==> src/rtl/fa_serial_add_ctrl_if.sv <==
// ---------------------------------------------------------------------------
// fa_serial_add_ctrl_if
// Operand-request and result handshakes of the bit-serial adder sequencer.
//
// Handshake rule (both channels): a transfer happens on a rising clk edge
// where valid and ready are both 1. A source keeps valid and its payload
// steady until that edge. The request channel is offered by the requester.
// The result channel is offered by the sequencer.
//
// Signals:
//   req_valid / req_ready : request handshake
//   op_a, op_b, op_cin    : request payload (addends and initial carry)
//   res_valid / res_ready : result handshake
//   res_sum, res_cout     : result payload (WIDTH-bit sum and final carry)
// Modports:
//   master : requester / result consumer side
//   slave  : sequencer side
// ---------------------------------------------------------------------------
interface fa_serial_add_ctrl_if #(
  parameter int WIDTH = 8
);
  logic             req_valid;
  logic             req_ready;
  logic [WIDTH-1:0] op_a;
  logic [WIDTH-1:0] op_b;
  logic             op_cin;
  logic             res_valid;
  logic             res_ready;
  logic [WIDTH-1:0] res_sum;
  logic             res_cout;

  modport master (
    output req_valid, op_a, op_b, op_cin, res_ready,
    input  req_ready, res_valid, res_sum, res_cout
  );

  modport slave (
    input  req_valid, op_a, op_b, op_cin, res_ready,
    output req_ready, res_valid, res_sum, res_cout
  );
endinterface

==> src/rtl/fa_serial_add_ctrl.sv <==
// ---------------------------------------------------------------------------
// fa_serial_add_ctrl
// Time-shares one external full-adder cell to add two WIDTH-bit operands
// bit-serially, starting at the LSB. Each bit is held on the cell pins for
// SETTLE+1 cycles. Sum and carry-out are sampled only on the last of those
// cycles. The carry-out is fed back to the cell's carry-in for the next bit.
//
// Ports:
//   clk, rst_n         : clock, asynchronous active-low reset
//   bus (slave)        : request/result valid-ready handshakes and payloads
//   abort              : cancels an add in progress (ignored outside RUN)
//   fa_a, fa_b, fa_cin : cell input pins, driven from flops only
//   fa_sum, fa_cout    : cell output pins
//   busy               : high while an add is in progress (RUN)
//   state_dbg          : current FSM state encoding (IDLE=0, RUN=1, DONE=2)
// ---------------------------------------------------------------------------
module fa_serial_add_ctrl #(
  parameter int WIDTH  = 8,
  parameter int SETTLE = 1
) (
  input  logic                  clk,
  input  logic                  rst_n,
  fa_serial_add_ctrl_if.slave   bus,
  input  logic                  abort,
  output logic                  fa_a,
  output logic                  fa_b,
  output logic                  fa_cin,
  input  logic                  fa_sum,
  input  logic                  fa_cout,
  output logic                  busy,
  output logic [1:0]            state_dbg
);

  localparam int BW = $clog2(WIDTH);
  // Keep the settle counter at least one bit wide, so that SETTLE=0 still works.
  localparam int SW = (SETTLE > 0) ? $clog2(SETTLE + 1) : 1;

  typedef enum logic [1:0] {
    IDLE = 2'd0,
    RUN  = 2'd1,
    DONE = 2'd2
  } state_t;

  state_t           state_q, state_d;
  logic [WIDTH-1:0] a_sr, b_sr, sum_sr;
  logic [WIDTH-1:0] res_sum_q;
  logic             res_cout_q;
  logic             carry_q;
  logic [BW-1:0]    bit_cnt;
  logic [SW-1:0]    set_cnt;

  logic             accept;
  logic             sample;
  logic             last_bit;
  logic [WIDTH-1:0] sum_next;

  assign accept   = (state_q == IDLE) && bus.req_valid;
  // abort takes priority, so an aborted final bit never completes.
  assign sample   = (state_q == RUN) && !abort && (set_cnt == SW'(SETTLE));
  assign last_bit = (bit_cnt == BW'(WIDTH - 1));
  assign sum_next = {fa_sum, sum_sr[WIDTH-1:1]};

  // State register
  always_ff @(posedge clk or negedge rst_n) begin
    if (!rst_n) begin
      state_q <= IDLE;
    end else begin
      state_q <= state_d;
    end
  end

  // Next-state and output decode
  always_comb begin
    state_d       = state_q;
    bus.req_ready = 1'b0;
    bus.res_valid = 1'b0;
    busy          = 1'b0;
    fa_a          = 1'b0;
    fa_b          = 1'b0;
    fa_cin        = 1'b0;
    case (state_q)
      IDLE: begin
        bus.req_ready = 1'b1;
        if (bus.req_valid) state_d = RUN;
      end
      RUN: begin
        busy   = 1'b1;
        // State and operand flops gate the pins, so no input reaches fa_* combinationally.
        fa_a   = a_sr[0];
        fa_b   = b_sr[0];
        fa_cin = carry_q;
        if (abort) begin
          state_d = IDLE;
        end else if (sample && last_bit) begin
          state_d = DONE;
        end
      end
      DONE: begin
        bus.res_valid = 1'b1;
        if (bus.res_ready) state_d = IDLE;
      end
      default: state_d = IDLE;
    endcase
  end

  // Datapath: operand shifters, carry recirculation, counters, result hold
  always_ff @(posedge clk or negedge rst_n) begin
    if (!rst_n) begin
      a_sr       <= '0;
      b_sr       <= '0;
      sum_sr     <= '0;
      carry_q    <= 1'b0;
      bit_cnt    <= '0;
      set_cnt    <= '0;
      res_sum_q  <= '0;
      res_cout_q <= 1'b0;
    end else if (accept) begin
      a_sr    <= bus.op_a;
      b_sr    <= bus.op_b;
      carry_q <= bus.op_cin;
      sum_sr  <= '0;
      bit_cnt <= '0;
      set_cnt <= '0;
    end else if (sample) begin
      sum_sr  <= sum_next;
      carry_q <= fa_cout;
      a_sr    <= {1'b0, a_sr[WIDTH-1:1]};
      b_sr    <= {1'b0, b_sr[WIDTH-1:1]};
      bit_cnt <= bit_cnt + 1'b1;
      set_cnt <= '0;
      if (last_bit) begin
        res_sum_q  <= sum_next;
        res_cout_q <= fa_cout;
      end
    end else if (state_q == RUN && !abort) begin
      set_cnt <= set_cnt + 1'b1;
    end
  end

  assign bus.res_sum  = res_sum_q;
  assign bus.res_cout = res_cout_q;
  assign state_dbg    = state_q;

endmodule
==> src/flat_wrapper.sv <==
// flat-port wrapper written by rule: the top's interface ports become plain ports
module fa_serial_add_ctrl_flat 
#(
  parameter int WIDTH  = 8,
  parameter int SETTLE = 1
)
  (clk, rst_n, abort, fa_a, fa_b, fa_cin, fa_sum, fa_cout, busy, state_dbg, bus_req_valid, bus_op_a, bus_op_b, bus_op_cin, bus_res_ready, bus_req_ready, bus_res_valid, bus_res_sum, bus_res_cout);
  fa_serial_add_ctrl_if #(.WIDTH(WIDTH)) bus_i ();
  input  logic clk;
  input  logic rst_n;
  input  logic abort;
  output logic fa_a;
  output logic fa_b;
  output logic fa_cin;
  input  logic fa_sum;
  input  logic fa_cout;
  output logic busy;
  output logic [1:0] state_dbg;
  input wire logic [$bits(bus_i.req_valid)-1:0] bus_req_valid;
  input wire logic [$bits(bus_i.op_a)-1:0] bus_op_a;
  input wire logic [$bits(bus_i.op_b)-1:0] bus_op_b;
  input wire logic [$bits(bus_i.op_cin)-1:0] bus_op_cin;
  input wire logic [$bits(bus_i.res_ready)-1:0] bus_res_ready;
  output wire logic [$bits(bus_i.req_ready)-1:0] bus_req_ready;
  output wire logic [$bits(bus_i.res_valid)-1:0] bus_res_valid;
  output wire logic [$bits(bus_i.res_sum)-1:0] bus_res_sum;
  output wire logic [$bits(bus_i.res_cout)-1:0] bus_res_cout;
  assign bus_i.req_valid = bus_req_valid;
  assign bus_i.op_a = bus_op_a;
  assign bus_i.op_b = bus_op_b;
  assign bus_i.op_cin = bus_op_cin;
  assign bus_i.res_ready = bus_res_ready;
  assign bus_req_ready = bus_i.req_ready;
  assign bus_res_valid = bus_i.res_valid;
  assign bus_res_sum = bus_i.res_sum;
  assign bus_res_cout = bus_i.res_cout;
  fa_serial_add_ctrl #(.WIDTH(WIDTH), .SETTLE(SETTLE)) u_core (.clk(clk), .rst_n(rst_n), .bus(bus_i), .abort(abort), .fa_a(fa_a), .fa_b(fa_b), .fa_cin(fa_cin), .fa_sum(fa_sum), .fa_cout(fa_cout), .busy(busy), .state_dbg(state_dbg));
endmodule
==> config.mk <==
export PLATFORM = sky130hd
export DESIGN_NAME = fa_serial_add_ctrl_flat
export DESIGN_NICKNAME = d
export VERILOG_FILES = /design/src/rtl/fa_serial_add_ctrl_if.sv /design/src/rtl/fa_serial_add_ctrl.sv /design/src/flat_wrapper.sv
export SDC_FILE = /design/constraint.sdc
export NUM_CORES = 1
export LEC_CHECK = 0
export ABC_AREA = 0
export CAP_MARGIN = 10
export CORE_UTILIZATION = 52
export CTS_CLUSTER_SIZE = 14
export DETAILED_ROUTE_END_ITERATION = 16
export PLACE_DENSITY = 0.94
export SYNTH_ARGS = -nofsm -noshare
export SYNTH_HDL_FRONTEND = slang
export SYNTH_SLANG_ARGS = --single-unit
==> constraint.sdc <==
create_clock -name clk -period 2.6 [get_ports clk]
set_clock_uncertainty 0.1 [all_clocks]
set_input_delay 0.39 -clock clk [delete_from_list [all_inputs] [get_ports clk]]
set_output_delay 0.39 -clock clk [all_outputs]
set_load 0.05 [all_outputs]
== After elaboration in Yosys (flattened, before gate mapping) ==
Index checks and enable logic that the tools add are counted.
W data, S select, Z words.

* Output and inout port bits: 17
* Bits in registers: 40

* Equality and inequality tests: 6
* Bitwise logic cells: 1
* Reduce and logical (&&, ||, !) cells: 10
* Mux-type cells: 24
* Add/sub/neg operators: 2

{| class="wikitable"
|+ Operators with widths
! operator !! count
|-
| $mux W8 || 6
|-
| $mux W1 || 11
|-
| $mux W2 || 4
|-
| $mux W3 || 2
|-
| $pmux W2 S3 || 1
|-
| $reduce_and A3 Y1 || 2
|-
| $logic_and A1 B1 Y1 || 4
|-
| $ne A2 B2 Y1 const B || 2
|-
| $add A3 B1 Y3 const B || 1
|-
| $eq A3 B3 Y1 const B || 1
|-
| $ne A3 B3 Y1 const B || 1
|-
| $reduce_bool A3 Y1 || 1
|-
| $eq A2 B1 Y1 const B || 1
|-
| $eq A2 B2 Y1 const B || 1
|-
| $logic_not A2 Y1 || 1
|-
| $reduce_bool A2 Y1 || 1
|-
| $add A1 B1 Y1 const B || 1
|-
| $logic_not A1 Y1 || 1
|-
| $not A1 Y1 || 1
|}

== Logic depth before layout (Yosys ltp) ==
Gate-level depths: netlist of the first run.

* Word-level depth: 7
* Mapped depth: 5

== Least setup slack after synthesis of the first run ==
OpenSTA, ideal clock, no wires.

* Kind: reg-to-output
* Start: register u_core.state_q[0] (netlist: u_core.state_dbg[0])
* End: output fa_a
* Cell stages (with the launch flop): 3
* Path buffers: 0
* Setup slack: 0.019 ns
* Data arrival time: 2.091 ns
* Required time: 2.110 ns
* Cell sequence: dfrtp_1 nor2b_1 and2_1

* Cells in the longest elaborated chain, start to end: 2

{| class="wikitable"
|+ RTL lines
! what !! line !! source
|-
| start, declared || fa_serial_add_ctrl.sv:44 || <nowiki>state_t state_q, state_d;</nowiki>
|-
| start signal, assigned || fa_serial_add_ctrl.sv:68 || <nowiki>state_q <= state_d;</nowiki>
|-
| $eq A2 B1 Y1 || fa_serial_add_ctrl.sv:81 || <nowiki>case (state_q)</nowiki>
|-
| $mux W1 || fa_serial_add_ctrl.sv:81 ||
|-
| end, declared || flat_wrapper.sv:12 || <nowiki>output logic fa_a;</nowiki>
|}

Every way passes these cells.

== Final worst setup path of the first run ==
* Start: register u_core.state_q[0] (netlist: u_core.state_dbg[0])
* End: output busy

* Cells in the longest elaborated chain, start to end: 2

{| class="wikitable"
|+ RTL lines
! what !! line !! source
|-
| $eq A2 B1 Y1 || fa_serial_add_ctrl.sv:81 ||
|-
| $mux W1 || fa_serial_add_ctrl.sv:81 ||
|-
| end, declared || flat_wrapper.sv:17 || <nowiki>output logic busy;</nowiki>
|}

Every way passes these cells.

==> results of run 1 <==
[sequential cells by signal, summed over array words and instances, names as in the netlist]
register / flops
u_core.a_sr: 8
u_core.b_sr: 8
u_core.bus.res_sum: 8
u_core.sum_sr: 7
u_core.bit_cnt: 3
u_core.state_dbg: 2
u_core.bus.res_cout: 1
u_core.carry_q: 1
u_core.set_cnt: 1
[worst reg2reg max path: stages (launching register included)]
cell and delay [ns]:
dfrtp_1 0.48, and4bb_2 0.38, nor2_1 0.60, mux2_2 0.28
[layout make-up]
class                      instances  share of cell area, %
clock inverter                     1                  0.232
tap                               44                   2.56
timing repair buffer              42                   19.4
inverter                           1                  0.174
multi-input combinational         86                   30.3
sequential                        39                   45.3
clock buffer                       7                   2.09
[what timing repair did]
item	4_1_cts	5_1_grt
resized for setup	0	3
setup endpoints to repair	0	3
endpoints found under the hold margin	0	0
[power groups by stage]
stage                     logic [mW]  registers, mW  clock network (mW)
after floorplan                0.196          0.748                   0
after global placement         0.287          0.750                   0
after detailed placement       0.300          0.758                   0
after CTS                      0.300          0.747               0.304
after global routing           0.326          0.759               0.330
final                          0.296          0.748               0.292
[metal layers]
metal  part of all wire (%)  GRT usage (%)  vias up
li1                       -              -      553
met1                     44           24.1      572
met2                     49           35.1       31
met3                    4.9           6.15        7
met4                    2.0           8.84        0
met5                      0              0        -
[final timing paths]
path                                     startpoint                     to  slack [ns]
worst min-delay path                          rst_n  u_core.bus.res_sum[6]        0.03
worst max register to register  u_core.state_dbg[1]      u_core.bit_cnt[0]        0.71
worst max-delay path            u_core.state_dbg[0]                   busy        0.18
worst min register to register    u_core.bit_cnt[2]      u_core.bit_cnt[2]        0.41
max in group asynchronous                     rst_n         u_core.a_sr[0]        1.85
min in group clk                  u_core.bit_cnt[2]      u_core.bit_cnt[2]        0.41
[synthesized netlist by cell type, drive strengths merged]
cell | instances | share of area (%)
and4bb | 1 | 0.75
dfrtp | 39 | 58
mux2 | 10 | 6.7
a21o | 1 | 0.45
nand2 | 16 | 3.6
nand3 | 1 | 0.30
buf | 4 | 1.9
o21ai | 17 | 5.1
ha | 2 | 1.5
clkbuf | 3 | 0.67
mux2i | 15 | 9.0
nor2b | 2 | 0.75
inv | 1 | 0.22
a22o | 11 | 5.8
nor2 | 3 | 1.6
or3b | 2 | 1.2
and2 | 4 | 1.5
nor3b | 1 | 0.75
[layout by cell type (no fill, tap or decap), types with 2 or more instances in the layout]
cell	instances
a22o_1	11
and2_1	4
buf_4	2
clkbuf_1	2
clkbuf_4	5
clkdlybuf4s50_1	36
dfrtp_1	39
dlymetal6s2s_1	3
ha_1	2
mux2_2	10
mux2i_1	15
nand2_1	16
nor2_1	2
nor2b_1	2
o21ai_0	17
[per-stage QoR]
stage | utilization [%] | hold slack (ns) | worst slack, ns | power (mW) | instances
CTS | 70.3 | 0.0448 | 0.0211 | 1.35 | 220
global placement | 68.7 | 0.384 | 0.416 | 1.04 | 212
floorplan | - | -0.00559 | 0.0186 | 0.944 | 133
global route | 70.6 | 0.0826 | 0.0481 | 1.41 | 220
detailed placement | 68.7 | 0.394 | 0.322 | 1.06 | 212
finish | 70.6 | 0.0332 | 0.179 | 1.34 | 220
[kinds of logic (layout without fill, tap and decap cells)]
logic type | count (synthesis) | after routing | synth area share, %
AND/OR/NAND/NOR | 30 | 30 | 10.5
buffers and inverters | 8 | 51 | 2.76
multiplexers | 25 | 25 | 15.7
flip-flops | 39 | 39 | 58.3
adder cells (fa/ha/maj) | 2 | 2 | 1.49
AO/OA/AOI/OAI | 29 | 29 | 11.3
==> flow_metrics.py, run 1 <==
metrics = {
    "critical_path": {
        "cp_cell_sequence": "nor2b_1 > clkdlybuf4s50_1",
        "startpoint_type": "flip-flop",
        "crit_path_end_kind": "primary output",
        "cp.required_ns": 2.11,
        "cp.depth": 2,
        "cpLargestDelayFamily": "buffers and inverters",
        "worstSetupPathType": "flip-flop to primary output",
        "critPathSlowestCell": "clkdlybuf4s50_1",
        "path_max_fanout": 8,
        "critPathMaxStageDelay_ns": 0.85,
        "cp_num_buf_inv": 1,
        "critical_path_arrival_ns": 1.93,
        "worst_r2r_path_depth": 3,
    },
    "grt": {
        "grt-ovfl-total": 0,
        "grt_start_max_net_pins": 40,
        "grt_use_total_pct": 20.6,
        "antenna_found_initial": 0,
        "grt_pass1_wl_mm": 5.24,
        "grt_pass1_vias": 1232,
    },
    "placement": {
        "dpl.hpwl_mm": 2.13,
        "gp_congestion": 0.710,
        "port_buffers": 40,
        "placed_area_mm2": 0.00210,
    },
    "power_and_ir_drop": {
        "p_switching_mw": 0.405,
        "swShare_pct": 30.3,
        "p_clk_share_pct": 21.9,
        "power_leakage_nw": 1.01,
        "vdd_drop_max_v": 0.000392,
        "intPower_mw": 0.931,
        "powerDensity_mw_per_mm2": 620,
        "comb_power_share_pct": 22.1,
        "seqPwrFrac_pct": 56.0,
    },
    "cts": {
        "insertion_delay_ns": 0.35,
        "post_cts_buffers": 0,
        "cts_buffers": 5,
        "cts_sinks": 39,
        "cts_htree_levels": 2,
        "clock_path_buffers": 2,
        "hold_buffers": 0,
        "root_buffer": "clkbuf_4",
        "path_clk_slew_ns": 0.11,
        "cts_tree": "built",
    },
    "min_path": {
        "hold_class": "primary input to asynchronous set/reset pin",
    },
    "drt": {
        "drc_errors": 0,
        "wl_per_cell_um": 13.8,
        "viasPerCell": 5.29,
        "wl_mm": 3.03,
        "antenna_left": 0,
        "dr.pass1.iters": 4,
        "num_vias": 1163,
        "drt_iter0_drc": 55,
    },
    "timing": {
        "period_share_pct": 93.1,
        "hold_viol_final": 0,
        "rsz0062_at_grt": "false",
        "tightestPinTransition_ns": 0.827,
        "setup-tns-final_ns": 0,
        "fmax_ghz": 0.413,
        "slew_violations": 0,
        "max_slew_margin_pct": 44.9,
        "finalSetupViolations": 0,
        "min_period_ns": 2.42,
    },
    "final_layout": {
        "layout-drive-gt1-share_pct": 13.6,
        "nets": 201,
        "syn_to_final_growth_pct": 28.7,
        "multi_input_area_um2": 652,
        "fill_cells": 227,
        "diodes": 0,
        "ff_latch_area_um2": 976,
        "fin_area_mm2": 0.00215,
    },
    "logic_synthesis": {
        "synth_nets": 159,
        "synth.cell_area_mm2": 0.00167,
        "synth_cell_type_count": 22,
        "ys_seq_area_share_pct": 58.3,
        "synth_cells": 133,
        "yosysWarningCount": 0,
        "ys_ff_latch": 39,
        "syn_area_per_cell_um2": 12.6,
    },
    "die": {
        "die_h_um": 58.7,
        "die_w_um": 58.7,
        "start_util_pct": 54.8,
        "io-pin-count": 41,
        "core_mm2": 0.00305,
        "dieArea_mm2": 0.00345,
        "std_cell_rows": 20,
    },
    "flow_run": {
        "maxCapViolations": 0,
    },
    "outcome": {
        "status": "finished clean",
    },
}
No activity file was read; power rests on OpenSTA's default activity.
==> run 2: changes to the inputs <==
--- a/config.mk
+++ b/config.mk
@@ -5,12 +5,12 @@
 export SDC_FILE = /design/constraint.sdc
 export NUM_CORES = 1
 export LEC_CHECK = 0
-export ABC_AREA = 0
+export ABC_AREA = 1
 export CAP_MARGIN = 10
-export CORE_UTILIZATION = 52
+export CORE_UTILIZATION = 54
 export CTS_CLUSTER_SIZE = 14
 export DETAILED_ROUTE_END_ITERATION = 16
-export PLACE_DENSITY = 0.94
+export PLACE_DENSITY = 0.95
 export SYNTH_ARGS = -nofsm -noshare
 export SYNTH_HDL_FRONTEND = slang
 export SYNTH_SLANG_ARGS = --single-unit
==> run 2 against run 1 <==
Against the previous run:
- fmax up 1.9%
- setup slack better by 0.046 ns
- wire length up 36%
- die area up 7.5%
- sequential power up 6.1%
- worst hold slack better by 0.0035 ns
- area after synthesis up 12%
- global-route usage up 4.1 points
- clock power up 21%
- clock-buffer cell count up 1
- via count up 43%
- critical path type unchanged
- largest cell class unchanged
- largest power group unchanged
==> flow_metrics.py, run 2 <==
metrics = {
    "die": {
        "die_w_um": 60.9,
        "io-pin-count": 41,
        "die_h_um": 60.9,
        "std_cell_rows": 21,
        "dieArea_mm2": 0.00371,
        "core_mm2": 0.00334,
        "start_util_pct": 56.2,
    },
    "logic_synthesis": {
        "ys_ff_latch": 39,
        "synth-edff-count": 0,
        "yosys_most_used_dff": "dfrtp_1",
        "synthMuxAreaShare_pct": 0,
        "synth-simple-area-share_pct": 39.4,
        "syn_area_per_cell_um2": 7.94,
        "synth.cell_area_mm2": 0.00187,
        "synth_top_family_by_area": "simple AND/OR/NAND/NOR gates",
        "synth_fa_ha_area_share_pct": 1.34,
        "yosysMostFrequentCell": "nand2_1",
        "yosys.area.top_type_share_pct": 52.1,
        "synth_nets": 262,
        "synth_cell_type_count": 15,
        "synth_compound_area_share_pct": 0.668,
        "synth_top_area_cell": "dfrtp_1",
        "yosysWarningCount": 0,
        "synth.area.top_cells": "dfrtp_1, nand2_1, nand3_1",
        "synth_cells": 236,
        "yosys-top-cells-count": "nand2_1, nand3_1, dfrtp_1",
        "synth-xor-area-share_pct": 0,
        "ys_seq_area_share_pct": 52.1,
        "async_reset_ff_share_pct": 100,
    },
    "final_layout": {
        "nets": 302,
        "fill_cells": 248,
        "multi_input_area_um2": 776,
        "syn_to_final_growth_pct": 25.9,
        "mostFrequentLayoutCells": "nand2_1, nand3_1, dfrtp_1",
        "layout-drive-gt1-share_pct": 7.94,
        "final_common_cell": "nand2_1",
        "ff_latch_area_um2": 976,
        "diodes": 0,
    },
    "placement": {
        "gp_congestion": 0.758,
        "port_buffers": 40,
        "dpl.hpwl_mm": 2.81,
    },
    "grt": {
        "grt_start_max_net_pins": 40,
        "antenna_found_initial": 0,
        "grt_use_total_pct": 24.7,
        "grt-ovfl-total": 0,
        "grt_pass1_vias": 1512,
        "grt_pass1_wl_mm": 6.49,
    },
    "cts": {
        "cts_tree": "built",
        "root_buffer": "clkbuf_4",
        "post_cts_resized": 0,
        "post_cts_buffers": 0,
        "cts_htree_levels": 2,
        "insertion_delay_ns": 0.35,
        "cts_sinks": 39,
        "cts_buffers": 5,
        "hold_buffers": 0,
        "path_clk_slew_ns": 0.12,
        "clock_path_buffers": 2,
    },
    "drt": {
        "drc_errors": 0,
        "wl_mm": 4.10,
        "wl_met1_mm": 1.80,
        "drt_iter0_drc": 114,
        "antenna_left": 0,
        "wl_met3_um": 141,
        "viasPerCell": 5.14,
        "wl_per_cell_um": 12.7,
        "dr.pass1.iters": 4,
        "highest_layer": "met4",
        "num_vias": 1660,
        "wl_met2_mm": 2.06,
    },
    "timing": {
        "slew_violations": 0,
        "max_slew_margin_pct": 43.1,
        "tightestPinTransition_ns": 0.854,
        "min_period_ns": 2.37,
        "finalSetupViolations": 0,
        "hold_viol_final": 0,
        "rsz0062_at_grt": "false",
        "period_share_pct": 91.3,
        "fmax_ghz": 0.421,
        "setup-tns-final_ns": 0,
        "whs_ns": 0.0367,
    },
    "flow_run": {
        "maxCapViolations": 0,
    },
    "critical_path": {
        "r2r-start": "u_core.state_dbg[1]",
        "cp.required_ns": 2.11,
        "critical_path_arrival_ns": 1.88,
        "worstSetupStartpoint": "u_core.state_dbg[1]",
        "startpoint_type": "flip-flop",
        "worstSetupPathType": "flip-flop to primary output",
        "crit_path_end_kind": "primary output",
        "path_max_fanout": 4,
    },
    "power_and_ir_drop": {
        "vdd_drop_max_v": 0.000542,
        "power_leakage_nw": 1.32,
        "powerDensity_mw_per_mm2": 675,
    },
    "outcome": {
        "status": "finished clean",
    },
    "min_path": {
        "hold_class": "primary input to asynchronous set/reset pin",
    },
}
## run 2: cell types whose count changed after synthesis, sizes merged, moves of 6 or more
cell,change
a22o,-11
nand2,+93
nor2,+6
mux2,-10
nand3,+51
inv,+10
o21ai,-16
mux2i,-15
## run 2: final cells by class
class | instances | share of cell area (%)
sequential | 39 | 41.4
multi-input combinational | 174 | 32.9
timing repair buffer | 45 | 18.7
clock buffer | 8 | 2.92
tap | 46 | 2.44
inverter | 11 | 1.75
## run 2: final timing paths
path,to,slack [ns],cells after the start
setup reg to reg,u_core.a_sr[6],0.77,8
hold / removal,u_core.state_dbg[1],0.04,1
max in group asynchronous,u_core.bus.res_sum[5],1.83,1
hold reg to reg,u_core.bus.res_sum[1],0.38,2
setup / recovery,bus_res_valid,0.23,3
min in group clk,u_core.bus.res_sum[1],0.38,2
## run 2: through the flow
| stage | instance area (um^2) | std cells | worst slack, ns | utilization [%] | total power [mW] |
|---|---|---|---|---|---|
| after global placement | 2280 | 315 | 0.456 | 68.4 | 1.22 |
| after detailed placement | 2280 | 315 | 0.428 | 68.4 | 1.24 |
| after CTS | 2350 | 323 | 0.0228 | 70.5 | 1.59 |
| final | 2360 | 323 | 0.225 | 70.7 | 1.59 |
| after floorplan | 1870 | 236 | 0.449 | - | 1.11 |
| after global routing | 2360 | 323 | 0.162 | 70.7 | 1.69 |
## run 2: per-layer routing
| layer | GRT usage [%] | vias up |
|---|---|---|
| li1 | - | 831 |
| met2 | 39.6 | 39 |
| met3 | 8.10 | 10 |
| met4 | 13.0 | 0 |
| met1 | 29.9 | 780 |
| met5 | 0 | - |
## run 2: kinds of logic after synthesis
| logic type | after synthesis |
|---|---|
| compound gates | 2 |
| fa+ha+maj | 2 |
| buf+inv | 23 |
| flops | 39 |
| simple gates | 170 |
## run 2: where the power goes
| group | switching, mW | internal (mW) | total (mW) |
|---|---|---|---|
| logic | 0.274 | 0.171 | 0.445 |
| clock network | 0.195 | 0.159 | 0.354 |
| registers | 0.0737 | 0.720 | 0.794 |
## run 2: critical path: stages (launching register included)
cell             delay (ns)
dfrtp_1                0.50
inv_1                  0.12
nor2_1                 0.11
clkdlybuf4s50_1        0.80
==> run 3: changes to the inputs <==
--- a/config.mk
+++ b/config.mk
@@ -6,7 +6,7 @@
 export NUM_CORES = 1
 export LEC_CHECK = 0
 export ABC_AREA = 1
-export CAP_MARGIN = 10
+export CAP_MARGIN = 20
 export CORE_UTILIZATION = 54
 export CTS_CLUSTER_SIZE = 14
 export DETAILED_ROUTE_END_ITERATION = 16
==> results of run 3 <==
Same layout as run 2: the final DEF is identical, and so are final timing and power.
